==> src/rtl/branch_resolve_unit.sv <==
// Branch resolve unit: combinational condition evaluation feeding a registered
// decision/redirect stage, plus saturating branch and taken statistics counters.
module branch_resolve_unit #(
   parameter int unsigned WIDTH = 32,
   parameter int unsigned CNT_W = 16
) (
   input  logic             clk,
   input  logic             rst,
   input  logic             in_valid,
   input  logic             stall,
   input  logic             flush,
   input  logic [2:0]       cond,
   input  logic [WIDTH-1:0] a,
   input  logic [WIDTH-1:0] b,
   input  logic [31:0]      target,
   output logic             out_valid,
   output logic             taken,
   output logic [31:0]      redirect_pc,
   output logic [CNT_W-1:0] taken_cnt,
   output logic [CNT_W-1:0] branch_cnt
);

   typedef enum logic [2:0] {
      CondNone = 3'b000,
      CondBeq  = 3'b001,
      CondBne  = 3'b010,
      CondBlez = 3'b011,
      CondBgtz = 3'b100,
      CondBltz = 3'b101,
      CondBgez = 3'b110,
      CondRsvd = 3'b111
   } cond_e;

   localparam logic [CNT_W-1:0] CntMax = {CNT_W{1'b1}};
   localparam logic [CNT_W-1:0] CntOne = {{(CNT_W-1){1'b0}}, 1'b1};

   logic             out_valid_q, out_valid_d;
   logic             taken_q, taken_d;
   logic [31:0]      redirect_pc_q, redirect_pc_d;
   logic [CNT_W-1:0] taken_cnt_q, taken_cnt_d;
   logic [CNT_W-1:0] branch_cnt_q, branch_cnt_d;

   logic  a_neg, a_zero, a_eq_b;
   logic  cond_true;
   logic  accept;
   logic  is_branch;
   logic  resolve_taken;
   cond_e cond_sel;

   // Signed compares against zero only need the sign bit and a zero detect.
   assign a_neg    = a[WIDTH-1];
   assign a_zero   = (a == '0);
   assign a_eq_b   = (a == b);
   assign cond_sel = cond_e'(cond);

   always_comb begin
      cond_true = 1'b0;
      unique case (cond_sel)
         CondNone: cond_true = 1'b0;
         CondBeq:  cond_true = a_eq_b;
         CondBne:  cond_true = !a_eq_b;
         CondBlez: cond_true = a_neg || a_zero;
         CondBgtz: cond_true = !a_neg && !a_zero;
         CondBltz: cond_true = a_neg;
         CondBgez: cond_true = !a_neg;
         CondRsvd: cond_true = 1'b0;
         default:  cond_true = 1'b0;
      endcase
   end

   assign accept        = in_valid && !stall && !flush;
   assign is_branch     = (cond_sel != CondNone) && (cond_sel != CondRsvd);
   // Reserved and none both force cond_true low, so taken implies is_branch.
   assign resolve_taken = cond_true && is_branch;

   always_comb begin
      out_valid_d   = out_valid_q;
      taken_d       = taken_q;
      redirect_pc_d = redirect_pc_q;
      if (flush) begin
         out_valid_d   = 1'b0;
         taken_d       = 1'b0;
         redirect_pc_d = '0;
      end else if (!stall) begin
         out_valid_d   = accept;
         taken_d       = accept && resolve_taken;
         redirect_pc_d = (accept && resolve_taken) ? target : 32'h0;
      end
   end

   // Both counters saturate at the same ceiling and taken only advances with a
   // branch, so taken_cnt can never overtake branch_cnt.
   always_comb begin
      branch_cnt_d = branch_cnt_q;
      taken_cnt_d  = taken_cnt_q;
      if (accept && is_branch && (branch_cnt_q != CntMax)) begin
         branch_cnt_d = branch_cnt_q + CntOne;
      end
      if (accept && resolve_taken && (taken_cnt_q != CntMax)) begin
         taken_cnt_d = taken_cnt_q + CntOne;
      end
   end

   always_ff @(posedge clk) begin
      if (rst) begin
         out_valid_q   <= 1'b0;
         taken_q       <= 1'b0;
         redirect_pc_q <= '0;
         taken_cnt_q   <= '0;
         branch_cnt_q  <= '0;
      end else begin
         out_valid_q   <= out_valid_d;
         taken_q       <= taken_d;
         redirect_pc_q <= redirect_pc_d;
         taken_cnt_q   <= taken_cnt_d;
         branch_cnt_q  <= branch_cnt_d;
      end
   end

   assign out_valid   = out_valid_q;
   assign taken       = taken_q;
   assign redirect_pc = redirect_pc_q;
   assign taken_cnt   = taken_cnt_q;
   assign branch_cnt  = branch_cnt_q;

endmodule

==> config.mk <==
export PLATFORM = sky130hd
export DESIGN_NAME = branch_resolve_unit
export DESIGN_NICKNAME = d
export VERILOG_FILES = /design/src/rtl/branch_resolve_unit.sv
export SDC_FILE = /design/constraint.sdc
export NUM_CORES = 1
export LEC_CHECK = 0
export ABC_AREA = 1
export ABC_CLOCK_PERIOD_IN_PS = 1800
export BUFFER_PORTS_ARGS = -buffer_cell sky130_fd_sc_hd__buf_2
export CORE_ASPECT_RATIO = 1.75
export CORE_UTILIZATION = 43
export CTS_BUF_LIST = sky130_fd_sc_hd__clkbuf_4 sky130_fd_sc_hd__clkbuf_8
export CTS_CLUSTER_SIZE = 8
export DETAILED_ROUTE_END_ITERATION = 8
export HOLD_SLACK_MARGIN = 0.12
export PLACE_DENSITY = 0.75
export SLEW_MARGIN = 10
export SYNTH_ARGS = -nofsm -noshare
export SYNTH_HDL_FRONTEND = slang
export SYNTH_SLANG_ARGS = --single-unit
==> constraint.sdc <==
create_clock -name clk -period 1.8 [get_ports clk]
set_input_delay 0.45 -clock clk [delete_from_list [all_inputs] [get_ports clk]]
set_output_delay 0.45 -clock clk [all_outputs]
set_load 0.03 [all_outputs]
==> reports/results.txt <==
post-synthesis cell area: 0.003550 mm2
vias in the first global route: 3,774
Yosys reg bits: 66
filler cell count: 706
CTS tree: done
leakage power: 2.408 nW
IO buf count: 169
failing checks: design-rule violations
DRT antenna net count: 0
core area: 0.007963 mm2
hold crit path type: input pin to flip-flop
post-synthesis sequential area ratio: 37.22%
Global Route Usage Sum: 22.32%
ANT cells: 0
final WL: 10,180 um
first-pass GRT wire length: 15,370 um
Fin. Hold Viols: 0
Ports: 170
top post-synthesis cells by area: dfxtp_1 37%, nand2_1 18%, a21oi_1 8.3%
WP data arrival: 1.95 ns
Setup Skew: 0.007657 ns
CTS buffer count: 9
Worst Path Required: 2.03 ns
status: finished with violations
top cell type's share of synthesized area: 37.22%
Remaining Overflow, GRT: 0
CTS HTree Levels: 3
CP Class: input pin to flip-flop
Post-Syn Nets: 637
post-route minimum period: 1.719 ns
cell taking the most area after synthesis: dfxtp_1
most frequent cells in the layout: 169 x nand2_1, 169 x buf_2, 58 x a21oi_1, 58 x dfxtp_1, 56 x nor2_1
CTS clk-pin slew, worst paths: 0.08 ns
Slew @ Worst Pin: 0.6532 ns
routed vias/inst: 4.953
TritonRoute pass-1 iters: 6
setup TNS: 0 ns
Die H: 122.2 um
routability cong.: 0.8485
Distinct cells, synth: 32
Max-Cap Viols: 0
layout cells sized above 1: 35.05%
wire per inst: 12.32 um
via count: 4,091
Rows: 43
final setup violation count: 0
DP Wirelength: 7449 um
die width: 70.68 um
Fin Hold WS: 0.3373 ns
Cells after Synth: 531
Layout Nets: 837
Starting Density: 44.58%
DIE AREA: 0.008636 mm2
Root Buffer Master: clkbuf_8
clock sink count: 66
DRT iter0 DRCs: 169
placed insts: 798
fin crit share: 95.49%
critical-path maximum fanout: 9
deepest clock path buffer count: 2
Slew headroom: 56.45%
Max Fclk: 581.8 MHz
worst-case vdd ir drop: 0.6811 mV
Final Non-Filler Cells: 826
Synth Warn #: 0
RSZ-0062 raised after global routing: yes
syn_area_per_cell: 6.685 um2
DRC Markers: 24
Slew Limit Fails: 0
Layout area overhead: 44.87%
Clock Latency Late Sink: 0.35 ns
Worst setup SP type: input pin
pwr dens: 646.9 mW/mm2
largest net degree at the start of global routing: 35
CP Capture Type: flip-flop
initial antenna violation count: 0
[state kept, by name, indices dropped and copies added (netlist names)]
register,count
branch_cnt,16
out_valid,1
redirect_pc,32
taken,1
taken_cnt,16
[power by group]
part           internal [mW]  switching [mW]  total, mW
clock network          0.793           0.616       1.41
registers               1.47         0.00646       1.47
logic                  0.208           0.238      0.445
total                   2.47           0.860       3.33
[critical path, stage by stage]
cell     delay (ns)
buf_2          0.12
xnor2_2        0.14
nand2_1        0.07
nor2_2         0.15
nand2_1        0.07
nor2_1         0.11
nand2_2        0.10
a21oi_4        0.18
buf_6          0.12
buf_12         0.12
nand3_4        0.14
nand2_1        0.10
a21oi_1        0.06
[synthesized netlist by cell type, drive strengths merged]
library cell / n
clkbuf: 12
or2: 2
a211oi: 2
nand3b: 1
nor3b: 1
nor4: 1
ha: 2
nor2: 59
a31oi: 1
buf: 6
o21a: 2
xor2: 8
nand2: 175
nand3: 16
nor3: 10
inv: 47
a21oi: 60
o21ai: 9
and3: 1
dfxtp: 66
xnor2: 30
nand4: 20
[per-stage QoR]
stage               power [mW]  worst slack, ns  cell area (um2)  utilization (%)
floorplan                1.709        -0.003692             3587                -
global placement         1.890          -0.3634             4656            58.47
detailed placement       1.899          -0.4183             4656            58.47
CTS                      3.309          0.01766             4893            61.46
global route             3.463         -0.01389             5142            64.58
finish                   3.327          0.08115             5142            64.58
[worst paths after layout]
kind | slack (ns) | startpoint | cells past startpoint | end
worst max-delay path | 0.08 | a[28] | 13 | taken_cnt[12]$_SDFFE_PP0P_
worst min-delay path | 0.34 | target[10] | 3 | redirect_pc[10]$_SDFFE_PP0N_
worst max register to register | 0.14 | taken_cnt[0]$_SDFFE_PP0P_ | 10 | taken_cnt[7]$_SDFFE_PP0P_
worst min register to register | 0.46 | redirect_pc[31]$_SDFFE_PP0N_ | 2 | redirect_pc[31]$_SDFFE_PP0N_
[what timing repair did]
action | in CTS | in global routing
buffers inserted | 0 | 7
cloned | 1 | 4
pin swaps | 1 | 15
hold buffers | 0 | 0
endpoints found under the setup margin | 34 | 55
gates resized for setup | 1 | 37
[cells by family (layout without fill, tap and decap cells)]
group                    count (synthesis)  count (layout)  share of synthesized area [%]
AO/OA/AOI/OAI                           74              74                          11.07
XOR/XNOR                                38              38                          9.376
adder cells (fa/ha/maj)                  2               2                         0.7049
buffers and inverters                   65             268                          7.331
flip-flops                              66              66                          37.22
AND/OR/NAND/NOR                        286             288                          34.30
[per-layer routing]
layer / track usage, % / vias to the layer above / part of all wire, %
met5: 0 / - / 0
met3: 6.534 / 14 / 6.6
met2: 44.11 / 163 / 54
met4: 8.000 / 0 / 1.7
met1: 21.24 / 1819 / 38
li1: - / 2095 / -
[final cells by class]
class                   count  area, um2  area share (%)
well taps                  90      112.6           2.190
inverters                  47      188.9           3.674
repair inverters            2      27.53          0.5353
multi-input cells         402       2102           40.88
flip-flops and latches     66       1336           25.99
clock buffers               9      123.9           2.409
clock inverters             7      101.3           1.971
repair buffers            203       1150           22.36
No activity file was read; power rests on OpenSTA's default activity.
